### src/rtl/adc_decimator.sv
// -----------------------------------------------------------------------------
// adc_decimator
//
// Two-channel boxcar decimator for a signed ADC stream. While enable is high,
// N = 2^k consecutive samples per channel are summed. Each block's sum is
// shifted right arithmetically by k (floor) and presented as one result on an
// AXI-Stream style output register. A result that completes while the held
// one is still waiting for the consumer is dropped, and the sticky overflow
// flag records the drop.
//
// Ports
//   adc_clk        : sole clock, rising edge
//   adc_rstn       : asynchronous active-low reset
//   adc_dat_a_i    : channel A sample, two's complement, one per cycle
//   adc_dat_b_i    : channel B sample, two's complement, one per cycle
//   enable         : high = accumulate, low = abort current block
//   log2_dec       : requested decimation exponent k (saturated to MAX_LOG2_DEC)
//   ovf_clear      : single-cycle pulse that clears overflow
//   m_axis_tdata   : {B avg sign-extended to 16, A avg sign-extended to 16}
//   m_axis_tvalid  : result held in the output register
//   m_axis_tready  : consumer ready, handshake when tvalid && tready
//   overflow       : sticky, a completed result was dropped
//
// Assumes ADC_DATA_WIDTH <= 16, 1 <= MAX_LOG2_DEC <= 15.
// -----------------------------------------------------------------------------
module adc_decimator #(
  parameter int ADC_DATA_WIDTH = 14,
  parameter int MAX_LOG2_DEC   = 10
) (
  input  logic                             adc_clk,
  input  logic                             adc_rstn,
  input  logic signed [ADC_DATA_WIDTH-1:0] adc_dat_a_i,
  input  logic signed [ADC_DATA_WIDTH-1:0] adc_dat_b_i,
  input  logic                             enable,
  input  logic        [3:0]                log2_dec,
  input  logic                             ovf_clear,
  output logic        [31:0]               m_axis_tdata,
  output logic                             m_axis_tvalid,
  input  logic                             m_axis_tready,
  output logic                             overflow
);

  // Wide enough that summing 2^MAX_LOG2_DEC full-scale samples cannot wrap.
  localparam int ACC_W = ADC_DATA_WIDTH + MAX_LOG2_DEC;
  localparam int CNT_W = MAX_LOG2_DEC;

  typedef enum logic {
    IDLE  = 1'b0,
    ACCUM = 1'b1
  } state_e;

  state_e state_q, state_d;

  logic signed [ACC_W-1:0] acc_a_q, acc_a_d;
  logic signed [ACC_W-1:0] acc_b_q, acc_b_d;
  logic        [CNT_W-1:0] cnt_q, cnt_d;
  logic        [3:0]       k_q, k_d;
  logic        [31:0]      tdata_q, tdata_d;
  logic                    tvalid_q, tvalid_d;
  logic                    ovf_q, ovf_d;

  // ---------------------------------------------------------------------------
  // FSM: IDLE while enable is low, ACCUM while it is high.
  // ---------------------------------------------------------------------------
  always_ff @(posedge adc_clk or negedge adc_rstn) begin
    if (!adc_rstn) begin
      state_q <= IDLE;
    end else begin
      // NOTE: clocked state uses non-blocking assignments so every register
      // samples pre-edge values regardless of process ordering.
      state_q <= state_d;
    end
  end

  always_comb begin
    // NOTE: default first so no path through this block leaves a variable
    // unassigned, which would infer a latch.
    state_d = state_q;
    unique case (state_q)
      IDLE:    if (enable)  state_d = ACCUM;
      ACCUM:   if (!enable) state_d = IDLE;
      default: state_d = IDLE;
    endcase
  end

  // ---------------------------------------------------------------------------
  // Datapath
  // ---------------------------------------------------------------------------
  logic                    block_start;
  logic        [3:0]       k_sat;
  logic        [3:0]       k_eff;
  logic        [CNT_W:0]   n_minus_1;
  logic                    close_blk;
  logic                    handshake;
  logic signed [ACC_W-1:0] sum_a, sum_b;
  logic signed [ACC_W-1:0] shr_a, shr_b;
  logic signed [ADC_DATA_WIDTH-1:0] avg_a, avg_b;
  logic        [31:0]      result;

  always_comb begin
    // The first sample of a block is clocked on the same edge that latches k,
    // so the block-start sample must already use the fresh (saturated) value.
    block_start = (state_q == IDLE) || (cnt_q == '0);
    k_sat       = (log2_dec > 4'(MAX_LOG2_DEC)) ? 4'(MAX_LOG2_DEC) : log2_dec;
    k_eff       = block_start ? k_sat : k_q;
    n_minus_1   = ((CNT_W + 1)'(1) << k_eff) - (CNT_W + 1)'(1);
    close_blk   = enable && (cnt_q == n_minus_1[CNT_W-1:0]);
    handshake   = tvalid_q && m_axis_tready;

    sum_a = acc_a_q + ACC_W'(adc_dat_a_i);
    sum_b = acc_b_q + ACC_W'(adc_dat_b_i);
    shr_a = sum_a >>> k_eff;
    shr_b = sum_b >>> k_eff;
    // The average always fits the sample width, so the low bits carry it.
    avg_a  = shr_a[ADC_DATA_WIDTH-1:0];
    avg_b  = shr_b[ADC_DATA_WIDTH-1:0];
    result = {16'(avg_b), 16'(avg_a)};
  end

  always_comb begin
    acc_a_d  = acc_a_q;
    acc_b_d  = acc_b_q;
    cnt_d    = cnt_q;
    k_d      = k_q;
    tdata_d  = tdata_q;
    tvalid_d = tvalid_q;
    ovf_d    = ovf_q && !ovf_clear;

    if (!enable) begin
      // Abort: partial block discarded, held output untouched.
      acc_a_d = '0;
      acc_b_d = '0;
      cnt_d   = '0;
    end else begin
      if (block_start) k_d = k_sat;
      if (close_blk) begin
        acc_a_d = '0;
        acc_b_d = '0;
        cnt_d   = '0;
      end else begin
        acc_a_d = sum_a;
        acc_b_d = sum_b;
        cnt_d   = cnt_q + CNT_W'(1);
      end
    end

    if (handshake) tvalid_d = 1'b0;

    if (close_blk) begin
      // Load when the register is free or being emptied this cycle;
      // otherwise keep the held result and flag the drop (wins over clear).
      if (!tvalid_q || m_axis_tready) begin
        tdata_d  = result;
        tvalid_d = 1'b1;
      end else begin
        ovf_d = 1'b1;
      end
    end
  end

  always_ff @(posedge adc_clk or negedge adc_rstn) begin
    if (!adc_rstn) begin
      acc_a_q  <= '0;
      acc_b_q  <= '0;
      cnt_q    <= '0;
      k_q      <= '0;
      tdata_q  <= '0;
      tvalid_q <= 1'b0;
      ovf_q    <= 1'b0;
    end else begin
      acc_a_q  <= acc_a_d;
      acc_b_q  <= acc_b_d;
      cnt_q    <= cnt_d;
      k_q      <= k_d;
      tdata_q  <= tdata_d;
      tvalid_q <= tvalid_d;
      ovf_q    <= ovf_d;
    end
  end

  assign m_axis_tdata  = tdata_q;
  assign m_axis_tvalid = tvalid_q;
  assign overflow      = ovf_q;

endmodule

### config.mk
export PLATFORM = sky130hd
export DESIGN_NAME = adc_decimator
export DESIGN_NICKNAME = d
export VERILOG_FILES = /design/src/rtl/adc_decimator.sv
export SDC_FILE = /design/constraint.sdc
export NUM_CORES = 1
export LEC_CHECK = 0
export CAP_MARGIN = 5
export CORE_MARGIN = 10
export CORE_UTILIZATION = 50
export CTS_CLUSTER_DIAMETER = 50
export DETAILED_ROUTE_END_ITERATION = 10
export PLACE_DENSITY = 0.77
export SETUP_SLACK_MARGIN = 0.5
export SYNTH_ARGS = -nofsm -noshare
export SYNTH_HDL_FRONTEND = slang
export SYNTH_SLANG_ARGS = --single-unit
export TNS_END_PERCENT = 1
### constraint.sdc
create_clock -name adc_clk -period 8.3 [get_ports adc_clk]
set_input_delay 1.66 -clock adc_clk [delete_from_list [all_inputs] [get_ports adc_clk]]
set_output_delay 1.66 -clock adc_clk [all_outputs]
set_load 0.05 [all_outputs]
# Word level (Yosys, flattened, before mapping)
# Cells that the tools add are included.
# word_totals
output_inout_bits,34
reg_bits,95
# classes
n_shift,3
muxes,14
n_lt_le_gt_ge,1
n_reduce_logical,9
add_sub_neg,4
eq_ne,1
bitwise_logic,1
# ops
op,n
$mux 24,4
$add 24x14->24,2
$sshr 24x4->14,2
$mux 10,2
$add 10x1->10 const B,1
$eq 10x10->1,1
$logic_not 10->1,1
$shl 1x4->10 const A,1
$sub 10x2->10 const B,1
$mux 4,2
$mux 1,6
$gt 4x4->1 const B,1
$logic_and 1x1->1,3
$logic_not 1->1,2
$logic_or 1x1->1,2
$reduce_and 2->1,1
$not 1->1,1

# Longest topological paths before layout
# Gate-level depths: netlist of run 1.
# logic_depth
depth_word,9
depth_mapped,20
ltp_nobuf,15

# Least setup slack after synthesis of run 1
# No wires, ideal clock.
# synth_timing
kind,input to register
from,input log2_dec[2]
to,register tdata_q[25] (netlist: m_axis_tdata[25])
t_arrival_ps,5082
path_stages,15
required_ps,8175
slack_ps,3093
cell_sequence,o21ai_0 and2_0 mux2i_1 clkbuf_1 clkbuf_1 nor2_1 nand2_1 ha_1 or4_1 a21oi_1 a311o_1 a2111oi_4 nand3_2 and2b_1 mux2_2
# synth_via
elab_chain_cells,8
word_cells_on_any_way,9
cone_classes,add/sub (1); order compare (1); eq/ne (1); shift (2); mux (2); reduce/logical (2)
# synth_rtl
element,line_no,text
from (decl),35,"input logic [3:0] log2_dec,"
$gt 4x4->1,104,k_sat = (log2_dec > 4'(MAX_LOG2_DEC)) ? 4'(MAX_LOG2_DEC) : log2_dec;
$mux 4 *,104,
$mux 4 *,105,k_eff = block_start ? k_sat : k_q;
$shl 1x4->10,106,n_minus_1 = ((CNT_W + 1)'(1) << k_eff) - (CNT_W + 1)'(1);
$sub 10x2->10,106,
$eq 10x10->1,107,close_blk = enable && (cnt_q == n_minus_1[CNT_W-1:0]);
$logic_and 1x1->1,107,
$reduce_and 2->1 (no source line),--,
to (signal assigned),175,tdata_q <= tdata_d;
to (decl),58,"logic [31:0] tdata_q, tdata_d;"
# Mark *: on every way between the ends. The rest lies on a longest branch, timed or not.
# A chain may end at the register's enable or synchronous reset.

# Final worst setup path of run 1
# layout_timing
from,register cnt_q[0]
to,register tdata_q[25] (netlist: m_axis_tdata[25])
# layout_via
elab_chain_cells,8
word_cells_on_any_way,9
cone_classes,add/sub (1); eq/ne (1); shift (2); mux (1); reduce/logical (4)
# layout_rtl
element,line_no,text
from (decl),56,"logic [CNT_W-1:0] cnt_q, cnt_d;"
from (signal assigned),173,cnt_q <= cnt_d;
$logic_not 10->1,103,block_start = (state_q == IDLE) || (cnt_q == '0);
$logic_or 1x1->1,103,
$mux 4,105,
$shl 1x4->10,106,
$sub 10x2->10,106,
$eq 10x10->1,107,
$logic_and 1x1->1,107,
$reduce_and 2->1 (no source line),--,
# Parallel ways exist; a longest one is shown, timed or not.

==> results.md, run 1 <==
* Cts bufs inserted at 9
* Final slew viol count at 0
* Hold buffers post-CTS at 0
* Synthesized instance count at 1,046
* Commonest non-fill, non-tap cells in the layout: nor2_1 (120), nand2_1 (102), dfrtp_1 (93)
* Hold WC Path Type: reg2reg
* CTS tree: done
* Clk slew on worst S/H paths at 0.07 ns
* Dominant synthesized flop cell: dfrtp_1
* Async SR Flop Fraction at 100.0%
* Antenna violations before repair at 0
* Final period util at 69.21%
* Largest net degree at the start of global routing at 57
* Grt ovf at 0
* Worst reg2reg path endpoint: m_axis_tdata[25]
* Slew of the pin with the lowest slew margin at 0.9396 ns
* Final Hold Viols at 0
* Area of the multi-input gates at 5737 µm²
* Seq. cell area at 2327 µm²
* Vias at 8,273
* # resized after CTS at 0
* Die height at 149.5 µm
* Leakage power at 4.122 nW
* Layout area overhead at 13.58%
* Max Freq at 174.1 MHz
* Fin Setup TNS at 0 ns
* Relative slew margins at 37.15%
* RSZ-0062 raised after global routing: false
* Placed wire-length estimate at 18.22 mm
* Count of input and output buffers at 70
* GPL Wtd Cong at 0.9738
* Number of diodes at 0
* Vias in the first global route at 7,895
* Post-synth EDFFs at 0
* Most common cell after layout, fill and taps aside: nor2_1
* Hold path start: m_axis_tdata[2]
* Cell Int Power at 1.616 mW
* Worst R2R Path Depth at 17
* Routed Antenna Nets at 0
* Reg power frac at 18.8%
* Seq/Total Area, Yosys at 27.75%
* Bufs on Longest Clock Path at 2
* Startpoint types: register
* Placed Cells at 1,282
* Power Dens Cells at 338.0 nW/µm²
* Syn Area/Cell at 8.018 µm²
* Syn Nets at 1,134
* Hold path endpoint: m_axis_tdata[2]
* Drt first pass iters at 5
* WL/cell at 19.09 µm
* Synthesized area at 8387 µm²
* Core Footprint at 16,520 µm²
* Width of the die at 149.5 µm
* Number of max-cap violations at 0
* Yosys reg bits at 93
* Final Skew at 0.007941 ns
* Sink Count at 93
* Worst skew pair latency at 0.36 ns
* Distinct cells, synth at 74
* Switching part of the total at 49.81%
* Max IR drop VDD at 0.1884 mV
* Endpoints failing setup at 0
* Worst setup EP type: register
* Reg2reg setup slack at 2.56 ns
* Net Sw Power at 1.604 mW
* H-tree depth at 3
* Final nets at 1,161
* Fill cell count at 1,503
* WS Path Type: reg2reg
* Die ar. at 22,350 µm²
* Post-CTS Setup Bufs at 0
* Via density at 6.379
* Clk root buf: clkbuf_16
* Worst r2r src: cnt_q[0]
* Non-filler cells, final at 1,297
* Outcome: finished clean
* Aggregate global-route resource usage at 21.55%
* Share of cells above drive strength 1 at 5.292%
* Drc violations at 0
* Fin crit period at 5.745 ns
* Clock power frac at 14.1%
* Comb power frac at 67.1%
* DR iter-0 viols at 1,083
* Worst path arrival time at 5.99 ns
* Crit-path max FO at 56
* Row count at 47
* Drt total wl at 24.76 mm
* Hold Path Cell Cnt at 1
* Worst Path Required at 8.55 ns
* Global-route wire length before repair at 39.96 mm
* Yosys Warn Count at 0
* Num ports at 71
* Starting Density at 50.75%
[synthesized netlist by cell type (12+ instances only)]
cell / n / area (µm²)
o211ai_1: 29 / 217.7
nor3_1: 28 / 140.1
ha_1: 49 / 613.1
inv_1: 19 / 71.32
xnor2_1: 21 / 183.9
a211oi_1: 38 / 285.3
and2_1: 12 / 75.07
dfrtp_1: 93 / 2327
a21o_1: 26 / 195.2
nand2_1: 102 / 382.9
o21ai_0: 50 / 250.2
xor2_1: 23 / 201.4
mux2i_1: 25 / 250.2
a21oi_1: 82 / 410.4
nand3_1: 20 / 100.1
and3_1: 32 / 200.2
clkbuf_1: 46 / 172.7
nor2_1: 120 / 450.4
[critical path: stages (launching register included)]
cell and delay [ns]:
dfrtp_1 0.46, inv_1 0.09, ha_1 0.14, or3b_2 0.47
o41ai_4 0.77, mux2_2 0.43, buf_4 0.30, nor2_1 0.24
nand2_1 0.09, ha_1 0.35, or4_1 0.60, a21oi_1 0.17
a41oi_1 0.09, a2111oi_4 0.38, nand3_2 0.13, buf_4 0.25
and2b_1 0.31, mux2_2 0.36
[registers in the layout (all words and copies together) (netlist names)]
| name | flops |
|---|---|
| acc_a_q | 24 |
| acc_b_q | 24 |
| cnt_q | 10 |
| k_q | 4 |
| m_axis_tdata | 28 |
| m_axis_tvalid | 1 |
| overflow | 1 |
| state_q | 1 |
[how the worst max path moves through the flow]
| stage | start | end | slack (ns) | cells after the start |
|---|---|---|---|---|
| after global routing | cnt_q[0] | m_axis_tdata[25] | 2.28 | 17 |
| final | cnt_q[0] | m_axis_tdata[25] | 2.56 | 17 |
| after CTS | cnt_q[0] | m_axis_tdata[25] | 2.63 | 17 |
| after global placement | log2_dec[3] | m_axis_tdata[25] | 2.41 | 15 |
| after floorplan | log2_dec[2] | m_axis_tdata[25] | 3.09 | 15 |
| after detailed placement | log2_dec[3] | m_axis_tdata[25] | 2.26 | 15 |
[logic make-up after synthesis]
kind of cell / share of synthesized area (%)
adder cells (fa/ha/maj): 7.788
multiplexers: 4.729
flip-flops: 27.75
AO/OA/AOI/OAI: 29.79
XOR/XNOR: 4.595
AND/OR/NAND/NOR: 21.11
buffers and inverters: 4.237
[power by group through the flow]
stage               clock network [mW]  logic (mW)  registers (mW)
finish                           0.454        2.16           0.605
CTS                              0.459        2.12           0.605
global route                     0.474        2.38           0.614
detailed placement                   0        2.10           0.614
floorplan                            0        1.55           0.623
global placement                     0        2.09           0.610
[per-stage QoR]
step / power (mW) / hold slack [ns] / area (µm²) / util, % / setup WS [ns]
6_report: 3.220 / 0.4780 / 9525 / 57.64 / 2.555
2_1_floorplan: 2.175 / 0.5024 / 8387 / - / 3.093
3_5_place_dp: 2.717 / 0.4672 / 9206 / 55.71 / 2.261
4_1_cts: 3.184 / 0.4829 / 9525 / 57.64 / 2.630
5_1_grt: 3.464 / 0.5056 / 9525 / 57.64 / 2.277
3_3_place_gp: 2.698 / 0.4632 / 9206 / 55.71 / 2.409
[routing by layer]
| layer | part of all wire, % | global-route usage (%) |
|---|---|---|
| met1 | 42 | 27.11 |
| met2 | 50 | 36.94 |
| met3 | 5.3 | 2.355 |
| met4 | 3.1 | 8.489 |
| met5 | 0 | 0 |
[layout make-up]
type                       instances  area share, %
tap                              220          2.890
sequential                        93          24.43
inverter                          19         0.7487
timing repair buffer              83          8.354
clock inverter                     6         0.9852
clock buffer                       9          2.364
multi-input combinational        867          60.23
No activity file was read; power rests on OpenSTA's default activity.
==> run 2: changes to the inputs <==
--- a/config.mk
+++ b/config.mk
@@ -10,7 +10,7 @@
 export CORE_UTILIZATION = 50
 export CTS_CLUSTER_DIAMETER = 50
 export DETAILED_ROUTE_END_ITERATION = 10
-export PLACE_DENSITY = 0.77
+export PLACE_DENSITY = 0.8
 export SETUP_SLACK_MARGIN = 0.5
 export SYNTH_ARGS = -nofsm -noshare
 export SYNTH_HDL_FRONTEND = slang
==> constraint.sdc (replaced) <==
create_clock -name adc_clk -period 4.7 [get_ports adc_clk]
set_input_delay 0.94 -clock adc_clk [delete_from_list [all_inputs] [get_ports adc_clk]]
set_output_delay 0.94 -clock adc_clk [all_outputs]
set_load 0.05 [all_outputs]
==> results.md, run 2 (synthesis results as in run 1) <==
* Outcome: finished clean
* Number of diodes at 0
* Crit-path max FO at 35
* Largest net degree at the start of global routing at 56
* Layout area overhead at 22.32%
* Count of input and output buffers at 70
* CTS tree: done
* Die height at 149.5 µm
* Max reg flops at 28
* Drt first pass iters at 6
* Final nets at 1,235
* Core Footprint at 16,520 µm²
* Final Skew at 0.007481 ns
* CP bufs+invs at 3
* Final Hold Viols at 0
* Clk slew on worst S/H paths at 0.07 ns
* Via density at 6.404
* Startpoint types: register
* Commonest non-fill, non-tap cells in the layout: nor2_1 (116), nand2_1 (100), dfrtp_1 (91)
* Hold Path Cell Cnt at 1
* Worst R2R Path Depth at 16
* Clock power frac at 12.0%
* Non-filler cells, final at 1,372
* Drc violations at 0
* Power Dens Cells at 598.2 nW/µm²
* H-tree depth at 3
* Comb power frac at 70.8%
* Seq. cell area at 2330 µm²
* Routed Antenna Nets at 0
* Hold WC Path Type: reg2reg
* Row count at 47
* Cell Int Power at 3.101 mW
* Cts bufs inserted at 9
* Area of the multi-input gates at 5897 µm²
* WL/cell at 19.62 µm
* CP Depth at 16
* Critical path cell sequence: or4_4, o41ai_4, buf_6, mux2_4, nor2_4, nand2_2, ha_4, or4_4, a21oi_2, a41oi_2, a2111oi_4, nand4_1, buf_6, buf_12, a21oi_1, a22o_1
* Sink Count at 93
* Die ar. at 22,350 µm²
* Starting Density at 50.75%
* CP peak stage delay at 0.53 ns
* Antenna violations before repair at 0
* Grt ovf at 0
* Drt total wl at 26.91 mm
* Reg power frac at 17.3%
* Num ports at 71
* Post-Route Utilization at 62.08%
* Crit-path leading delay family: simple AND/OR/NAND/NOR gates
* Placed wire-length estimate at 19.52 mm
* Share of cells above drive strength 1 at 13.72%
* Endpoints failing setup at 0
* Most common cell after layout, fill and taps aside: nor2_1
* Aggregate global-route resource usage at 23.38%
* Worst Path Required at 5.00 ns
* Max IR drop VDD at 0.3316 mV
* Final period util at 92.24%
* Worst skew pair latency at 0.36 ns
* Slowest CP cell: or4_4
* Worst setup EP type: register
* Number of max-cap violations at 0
* WS Path Type: reg2reg
* Worst path arrival time at 4.63 ns
* Slew of the pin with the lowest slew margin at 0.8311 ns
* Switching part of the total at 49.47%
* Bufs on Longest Clock Path at 2
* DR iter-0 viols at 970
* RSZ-0062 raised after global routing: true
* Fin crit period at 4.335 ns
* Fill cell count at 1,428
* Vias at 8,786
* Clk root buf: clkbuf_16
* Final slew viol count at 0
* Max Freq at 230.7 MHz
* Global-route wire length before repair at 43.26 mm
* Placed Cells at 1,343
* Leakage power at 4.508 nW
* Net Sw Power at 3.036 mW
* Vias in the first global route at 8,653
* GPL Wtd Cong at 0.9575
* Relative slew margins at 44.39%
* Width of the die at 149.5 µm
[run 2: cell types whose count changed in the layout (fill, tap and decap cells not counted), moves of 3 or more]
cell       before  now
buf_4          14   82
a211oi_1       38   34
a211oi_2        0    4
nor2_1        120  116
a2111oi_0       6    3
a2111oi_1       0    3
a21oi_1        82   79
a21oi_2         0    3
buf_6           0    3
nor2_4          0    3
o31ai_1         9    6
[run 2: cell type report]
cell class	count	area share, %
tap	220	2.683
clock buffer	9	2.195
sequential	93	22.71
timing repair buffer	157	13.60
inverter	19	0.6952
multi-input combinational	867	57.48
clock inverter	7	0.6342
[run 2: timing repair]
| item | 4_1_cts | 5_1_grt |
|---|---|---|
| cloned | 0 | 0 |
| hold buffers | 0 | 0 |
| endpoints found under the setup margin | 86 | 86 |
| buffers inserted | 7 | 6 |
| pin swaps | 3 | 10 |
| endpoints found under the hold margin | 0 | 0 |
| gates resized for setup | 7 | 28 |
[run 2: metal layers]
metal	up-vias	global-route usage (%)	wire (µm)
met5	-	0	0
met4	0	12.02	1231
met3	100	3.200	1563
met2	392	40.01	13310
met1	4162	28.00	10810
li1	4132	-	-
[run 2: through the flow]
stage | area, µm² | power [mW] | setup TNS (ns) | hold WS [ns] | setup WS [ns]
2_1_floorplan | 8471 | 3.859 | 0 | 0.5024 | 0.1844
3_3_place_gp | 9728 | 5.174 | 0 | 0.4649 | 0.09985
3_5_place_dp | 9728 | 5.222 | -0.3474 | 0.4732 | -0.06136
4_1_cts | 10100 | 6.000 | 0 | 0.4900 | 0.4926
5_1_grt | 10260 | 6.598 | 0 | 0.5048 | 0.2602
6_report | 10260 | 6.137 | 0 | 0.4822 | 0.3649
[run 2: worst register-to-register path: stages, from the launching register on]
cell and delay, ns:
dfrtp_2 0.44, or4_4 0.53, o41ai_4 0.31, buf_6 0.20
mux2_4 0.35, nor2_4 0.14, nand2_2 0.10, ha_4 0.18
or4_4 0.49, a21oi_2 0.17, a41oi_2 0.07, a2111oi_4 0.42
nand4_1 0.18, buf_6 0.18, buf_12 0.17, a21oi_1 0.18
a22o_1 0.18
[run 2: final timing paths]
path / start / to / slack, ns
setup / recovery: cnt_q[7] / m_axis_tdata[6] / 0.36
max in group asynchronous: adc_rstn / acc_a_q[9] / 3.08
hold reg to reg: m_axis_tdata[18] / m_axis_tdata[18] / 0.48
setup reg to reg: cnt_q[7] / m_axis_tdata[6] / 0.36
min in group asynchronous: adc_rstn / k_q[0] / 0.60
hold / removal: m_axis_tdata[18] / m_axis_tdata[18] / 0.48
[run 2: power by group through the flow]
stage                     registers (mW)  logic, mW  clock network (mW)
final                               1.06       4.34               0.734
after detailed placement            1.08       4.14                   0
after global placement              1.07       4.10                   0
after CTS                           1.06       4.19               0.746
after floorplan                     1.10       2.76                   0
after global routing                1.08       4.74               0.775
==> run 3: changes to the inputs <==
--- a/config.mk
+++ b/config.mk
@@ -8,6 +8,7 @@
 export CAP_MARGIN = 5
 export CORE_MARGIN = 10
 export CORE_UTILIZATION = 50
+export CTS_BUF_LIST = sky130_fd_sc_hd__clkbuf_2
 export CTS_CLUSTER_DIAMETER = 50
 export DETAILED_ROUTE_END_ITERATION = 10
 export PLACE_DENSITY = 0.8
==> results.md, run 3 (synthesis results as in run 1) <==
* Outcome: finished clean
* Total chip power at 5.795 mW
* Via density at 6.347
* DR iter-0 viols at 908
* Bufs on Longest Clock Path at 2
* WL/cell at 19.32 µm
* Row count at 47
* Routed Antenna Nets at 0
* Worst setup EP type: register
* Startpoint types: register
* Worst skew pair latency at 0.67 ns
* CP peak stage delay at 0.52 ns
* Count of input and output buffers at 70
* Drc violations at 0
* Max Freq at 233.6 MHz
* Slowest CP cell: or4_4
* Most common cell after layout, fill and taps aside: nor2_1
* Fin crit period at 4.282 ns
* Hold buffers post-CTS at 0
* Final nets at 1,239
* Slew of the pin with the lowest slew margin at 0.8272 ns
* Leakage power at 4.469 nW
* Num ports at 71
* Non-filler cells, final at 1,376
* Endpoints failing setup at 0
* Width of the die at 149.5 µm
* Power Dens Cells at 572.0 nW/µm²
* Global-route wire length before repair at 43.10 mm
* Drt first pass iters at 6
* Number of diodes at 0
* Worst Path Required at 5.30 ns
* Largest net degree at the start of global routing at 56
* Worst path arrival time at 4.89 ns
* Sink Count at 93
* Number of max-cap violations at 0
* Vias at 8,734
* RSZ-0062 raised after global routing: true
* Commonest non-fill, non-tap cells in the layout: nor2_1 (117), nand2_1 (100), dfrtp_1 (92)
* Worst r2r src: cnt_q[7]
* Drt total wl at 26.59 mm
* Antenna violations before repair at 0
* Max IR drop VDD at 0.3506 mV
* Die height at 149.5 µm
* Cts bufs inserted at 9
* Hold WC Path Type: in2async
* Max reg flops at 28
* Relative slew margins at 43.43%
* CP bufs+invs at 3
* Starting Density at 50.75%
* Crit-path max FO at 11
* Final Skew at 0.02584 ns
* H-tree depth at 3
* Clk root buf: clkbuf_2
* Final period util at 91.10%
* Critical path cell sequence: or4_4, o41ai_4, buf_6, mux2_4, nor2_4, nand2_2, ha_4, or4_4, a21oi_2, a41oi_2, a2111oi_4, nand4_1, buf_6, buf_4, o31ai_2
* Crit path from: cnt_q[7]
* Placed wire-length estimate at 19.52 mm
* Final Hold Viols at 0
* Core Footprint at 16,520 µm²
* Layout area overhead at 20.78%
* CTS tree: done
* Share of cells above drive strength 1 at 13.93%
* Clk slew on worst S/H paths at 0.29 ns
* Placed Cells at 1,343
* Die ar. at 22,350 µm²
* WS Path Type: reg2reg
* Grt ovf at 0
* Crit-path leading delay family: simple AND/OR/NAND/NOR gates
* Aggregate global-route resource usage at 23.31%
* Vias in the first global route at 8,669
* GPL Wtd Cong at 0.9575
* Final slew viol count at 0
-- run 3: changes by cell type in the layout (fill, tap and decap cells not counted), moves of 2 or more --
cell and delta:
o21ai_1 -2, a2111oi_1 -3, a2111oi_0 +3, clkbuf_2 +9, o21ai_0 +2, clkbuf_16 -8
buf_4 +4
-- run 3: final cells by class --
type | count | area (µm²)
fillers | 1438 | 6395
multi-input cells | 867 | 5902
flip-flops and latches | 93 | 2328
repair buffers | 161 | 1443
well taps | 220 | 275.3
inverters | 19 | 71.32
clock inverters | 7 | 65.06
clock buffers | 9 | 45.04
-- run 3: routing by layer --
metal | vias to the layer above | global-route usage, % | share of wire, %
met3 | 83 | 3.472 | 5.4
met4 | 0 | 12.22 | 4.1
met5 | - | 0 | 0
met2 | 367 | 39.53 | 50
met1 | 4147 | 27.96 | 40
li1 | 4137 | - | -
-- run 3: repair_timing --
item                                    4_1_cts  5_1_grt
pin swaps                                     3       10
setup buffers                                10        6
resized for setup                             6       22
gates cloned                                  0        1
endpoints found under the setup margin       86       86
-- run 3: worst paths after layout --
path / end / slack [ns] / depth (start not counted)
setup / recovery: m_axis_tdata[20] / 0.42 / 15
hold reg to reg: m_axis_tdata[2] / 0.53 / 1
max in group asynchronous: acc_a_q[12] / 3.46 / 2
min in group adc_clk: m_axis_tdata[2] / 0.53 / 1
hold / removal: k_q[0] / 0.24 / 1
setup reg to reg: m_axis_tdata[20] / 0.42 / 15
-- run 3: power by group --
group	internal (mW)	total, mW	switching (mW)
Combinational	1.74	4.32	2.58
Sequential	0.982	1.06	0.0762
Clock	0.0845	0.421	0.336
-- run 3: through the flow --
step,utilization (%),setup WS (ns),hold slack [ns],TNS (ns),area [µm²]
2_1_floorplan,-,0.1844,0.5024,0,8471
3_3_place_gp,58.87,0.09985,0.4649,0,9728
3_5_place_dp,58.87,-0.06136,0.4732,-0.3474,9728
4_1_cts,60.12,0.4875,0.2693,0,9935
5_1_grt,61.30,0.2654,0.2672,0,10130
6_report,61.30,0.4183,0.2417,0,10130
==> patch 1, RTL diff (flow settings as in run 2) <==
Take the reset off `tdata_q` and load it in a clocked block of its own.
--- a/src/rtl/adc_decimator.sv
+++ b/src/rtl/adc_decimator.sv
@@ -164,7 +164,6 @@
       acc_b_q  <= '0;
       cnt_q    <= '0;
       k_q      <= '0;
-      tdata_q  <= '0;
       tvalid_q <= 1'b0;
       ovf_q    <= 1'b0;
     end else begin
@@ -172,10 +171,13 @@
       acc_b_q  <= acc_b_d;
       cnt_q    <= cnt_d;
       k_q      <= k_d;
-      tdata_q  <= tdata_d;
       tvalid_q <= tvalid_d;
       ovf_q    <= ovf_d;
     end
+  end
+
+  always_ff @(posedge adc_clk) begin
+    tdata_q <= tdata_d;
   end
 
   assign m_axis_tdata  = tdata_q;
Check against the original RTL: not equivalent (a bounded check fails within 4 cycles, from zero or initial values and one cycle with adc_rstn low).
==> patch 1 against run 2 <==
- setup slack improved by 0.17 ns
- routed wire length decreased by 6.5%
- count of clock-buffer cells in the layout increased by 2
- synthesized area increased by 2.2%
- power decreased by 5.1%
- final area decreased by 1.8%
- clock power increased by 0.5%
- sequential cell count unchanged
- critical endpoint is now m_axis_tdata[27]
- largest power group unchanged
- highest routed layer unchanged
==> patch 1: results (changes against run 2) <==
status: "completed"
async_flop_share_pct: 69.9  # -30 points
viasPerCell: 6.53  # +2.0%
grt_pass1_wl_um: 40100  # -7.3%
leakage_nw: 4.17  # -7.5%
maxSlewHeadroom_pct: 48.0  # +3.6 points
drt_first_iter_violations: 850  # -12%
place_congestion: 0.953  # -0.47%
hpwl_um: 18400  # -5.7%
p_total_mw: 5.82  # -5.1%
clk_pin_slew_worst_paths_ns: 0.07  # about the same
synth_cell_type_count: 81  # +9.5%
drive_above_1_share_pct: 10.8  # -2.9 points
p_clk_share_pct: 12.7  # +0.7 points
cp_max_fo: 5  # -86%
numCtsBuffers: 9  # unchanged
detailedPlace.worstSlack_ns: 0.134  # +0.195 ns
ys_top_cells_by_count: "nor2_1 (102), a21oi_1 (77), nand2_1 (76), dfrtp_1 (65), ha_1 (49)"
grt_pass1_vias: 7997  # -7.6%
placedInstanceArea_um2: 9610  # -1.2%
final_nets: 1166  # -5.6%
synth.area.top_cells: "dfrtp_1 (19%), edfxtp_1 (9.8%), ha_1 (7.2%), mux2i_1 (4.9%), a21oi_1 (4.5%)"
comb_power_share_pct: 68.2  # -2.6 points
slowest_stage: "a221oi_1"
synth_edf_count: 28  # +28
hold_path.class: "reg -> reg"
synthesis.nets: 1105  # -2.6%
yosysSeqAreaShare_pct: 28.8  # +1.0 points
synthesis.yosys.warnings: 0  # unchanged
netlist_instances: 1017  # -2.8%
peakVddDrop_mv: 0.335  # +1.0%
max_stage_delay_ns: 0.44  # -0.09 ns
cts_root_buf: "clkbuf_16"
routed_wl_um: 25200  # -6.5%
via_count: 8515  # -3.1%
gr-usage-all-layers_pct: 21.6  # -1.8 points
placed_cells: 1282  # -4.5%
p_sw_mw: 2.80  # -7.9%
clock_skew_ns: 0.00645  # -0.00103 ns
grt_start_max_net_pins: 66  # +18%
drt-pass1-iter-count: 5  # -1
arrival_ns: 4.33  # -0.30 ns
-- patch 1: timing repair --
action,in CTS,in global routing
gates cloned,0,0
pin swaps,0,3
gates resized for setup,1,21
setup endpoints to repair,25,82
setup buffers,1,4
-- patch 1: layer usage --
metal	wire length, um	vias to the layer above	global-route usage (%)	part of all wire, %
li1	-	3984	-	-
met4	867	0	8.95	3.4
met1	10600	4047	28.0	42
met3	2000	81	3.34	7.9
met5	0	-	0	0
met2	11700	403	35.1	47
-- patch 1: path summary, 6_finish.rpt --
check | end | start | slack, ns | cells past startpoint
setup / recovery | m_axis_tdata[27] | adc_dat_b_i[5] | 0.53 | 11
hold reg to reg | overflow | overflow | 0.55 | 2
min in group asynchronous | acc_a_q[21] | adc_rstn | 0.65 | 1
max in group asynchronous | acc_b_q[5] | adc_rstn | 3.11 | 2
hold / removal | overflow | overflow | 0.55 | 2
setup reg to reg | m_axis_tdata[9] | cnt_q[0] | 0.68 | 16
-- patch 1: area by class of cell --
type / count / area (um2)
clock buffers: 11 / 254
repair buffers: 122 / 1120
well taps: 220 / 275
inverters: 21 / 78.8
clock inverters: 5 / 40.0
fillers: 1462 / 6630
multi-input cells: 831 / 5830
flip-flops and latches: 93 / 2470
-- patch 1: worst max-delay path: cells and delay by family --
family          cells  cell delay, ns
fa+ha+maj           1            0.37
compound gates      8            2.20
simple gates        1            0.41
buf+inv             1            0.42
-- patch 1: cell families after synthesis --
kind of cell | after synthesis | share of synthesized area (%)
buffers and inverters | 93 | 4.90
flip-flops | 93 | 28.8
adder cells (fa/ha/maj) | 51 | 7.62
XOR/XNOR | 44 | 4.49
multiplexers | 58 | 7.73
AND/OR/NAND/NOR | 349 | 20.0
AO/OA/AOI/OAI | 329 | 26.4
==> patch 2, RTL diff (config.mk and constraints of run 2) <==
Made on the original files. The parameter `ADC_DATA_WIDTH` goes from 14 to 7.
--- a/src/rtl/adc_decimator.sv
+++ b/src/rtl/adc_decimator.sv
@@ -24,7 +24,7 @@
 // Assumes ADC_DATA_WIDTH <= 16, 1 <= MAX_LOG2_DEC <= 15.
 // -----------------------------------------------------------------------------
 module adc_decimator #(
-  parameter int ADC_DATA_WIDTH = 14,
+  parameter int ADC_DATA_WIDTH = 7,
   parameter int MAX_LOG2_DEC   = 10
 ) (
   input  logic                             adc_clk,
Interface: changed (resized adc_dat_a_i and adc_dat_b_i); port bits go from 71 to 57. No check against the original RTL was run, so the function may have changed too.
==> patch 2 against run 2 <==
- sequential cell count down 28
- final area down 29%
- sequential share of layout area down 0.43 points
- first-iteration DRC count down 35%
- routed wire length down 33%
- via count down 30%
- largest power group unchanged
- sequential power down 32%
- clock power down 18%
- power down 39%
- largest cell class unchanged
- setup slack better by 0.0062 ns
- global-route usage down 3.2 points
- worst hold slack better by 0.028 ns
- synthesized area down 28%
==> patch 2: results (changes against run 2) <==
drt_first_iter_violations: 632  # -35%
place_congestion: 0.918  # -4.2%
status: "completed"
leakage_nw: 3.22  # -29%
wl_met1_um: 7180  # -34%
intPower_mw: 1.97  # -37%
fill_cells: 991  # -31%
top_layer: "met4"
signal_buffers: 95  # -39%
grt_start_max_net_pins: 43  # -23%
r2r-start: "cnt_q[1]"
placedInstanceArea_um2: 6780  # -30%
routed_wl_um: 18000  # -33%
final_nets: 845  # -32%
multi_input_area_um2: 4240  # -28%
met2_length_um: 9020  # -32%
grt_util_met3_pct: 2.92  # -0.28 points
placed_cells: 910  # -32%
synth_cell_type_count: 72  # -2.7%
gr-usage-all-layers_pct: 20.2  # -3.2 points
max_stage_delay_ns: 0.60  # +0.07 ns
clock_area_share_pct: 3.61  # +0.78 points
drt-pass1-iter-count: 5  # -1
drive_above_1_share_pct: 14.3  # +0.59 points
worstHoldStart: "m_axis_tdata[5]"
inverters: 24  # +5
yosysSeqAreaShare_pct: 26.8  # -0.91 points
hpwl_um: 12600  # -36%
hold_slack_ns: 0.510  # +0.0283 ns
avgSynthCellArea_um2: 8.19  # +2.1%
layout_setup_ws_ns: 0.371  # +0.00623 ns
route.met3.wl_um: 1190  # -24%
clk_latency_ns: 0.33  # -0.03 ns
detailedPlace.worstSlack_ns: -0.152  # -0.0908 ns
netlist_instances: 740  # -29%
arrival_ns: 4.54  # -0.09 ns
via_count: 6121  # -30%
synthesis.yosys.warnings: 0  # unchanged
seq_cells: 65  # -30%
pwr-share-seq_pct: 19.5  # +2.2 points
min_to: "m_axis_tdata[5]"
buf_share_pct: 12.5  # -1.1 points
seq_share_pct: 22.3  # -0.43 points
nClkBuffers: 10  # +1
clk_pin_slew_worst_paths_ns: 0.05  # -0.02 ns
portBuffers: 56  # -20%
ys_top_cells_by_count: "nor2_1 (85), dfrtp_1 (65), nand2_1 (55), a21oi_1 (50), ha_1 (35)"
worstReg2RegEnd: "m_axis_tdata[15]"
met1_usage_pct: 24.6  # -3.4 points
grt_pass1_wl_um: 28600  # -34%
slowest_stage: "or4b_4"
multi_input_gates: 590  # -32%
worst_pin_slew_ns: 0.934  # +0.103 ns
clock_skew_ns: 0.00469  # -0.00279 ns
grt_pass1_vias: 5937  # -31%
seq_area_um2: 1630  # -30%
synthesis.nets: 800  # -29%
synth.area.top_cells: "dfrtp_1 (27%), ha_1 (7.2%), nor2_1 (5.3%), a21oi_1 (4.1%), nand2_1 (3.4%)"
wire_per_inst_um: 19.2  # -2.0%
peakVddDrop_mv: 0.250  # -25%
==> patch 2: cell count changes after synthesis, moves of 14 or more <==
cell | run 2 | this run
o21ai_0 | 50 | 25
nor2_1 | 120 | 85
ha_1 | 49 | 35
and3_1 | 32 | 14
a21oi_1 | 82 | 50
buf_4 | 4 | 18
nand2_1 | 102 | 55
clkbuf_1 | 46 | 29
dfrtp_1 | 93 | 65
==> patch 2: kinds of logic (layout without fill, tap and decap cells) <==
| logic type | count (synthesis) | in the layout | synth area share, % |
|---|---|---|---|
| xor+xnor | 34 | 34 | 4.91 |
| compound gates | 222 | 222 | 25.8 |
| mux | 32 | 32 | 6.40 |
| buf+inv | 85 | 135 | 6.85 |
| fa+ha+maj | 37 | 37 | 7.89 |
| flops | 65 | 65 | 26.8 |
| simple gates | 265 | 265 | 21.3 |
==> patch 2: repair_timing <==
item                                    CTS  global route
endpoints found under the setup margin   54            59
gates resized for setup                  12            26
gates cloned                              0             1
pin swaps                                 3            10
buffers inserted                          2             8
hold endpoints to repair                  0             0
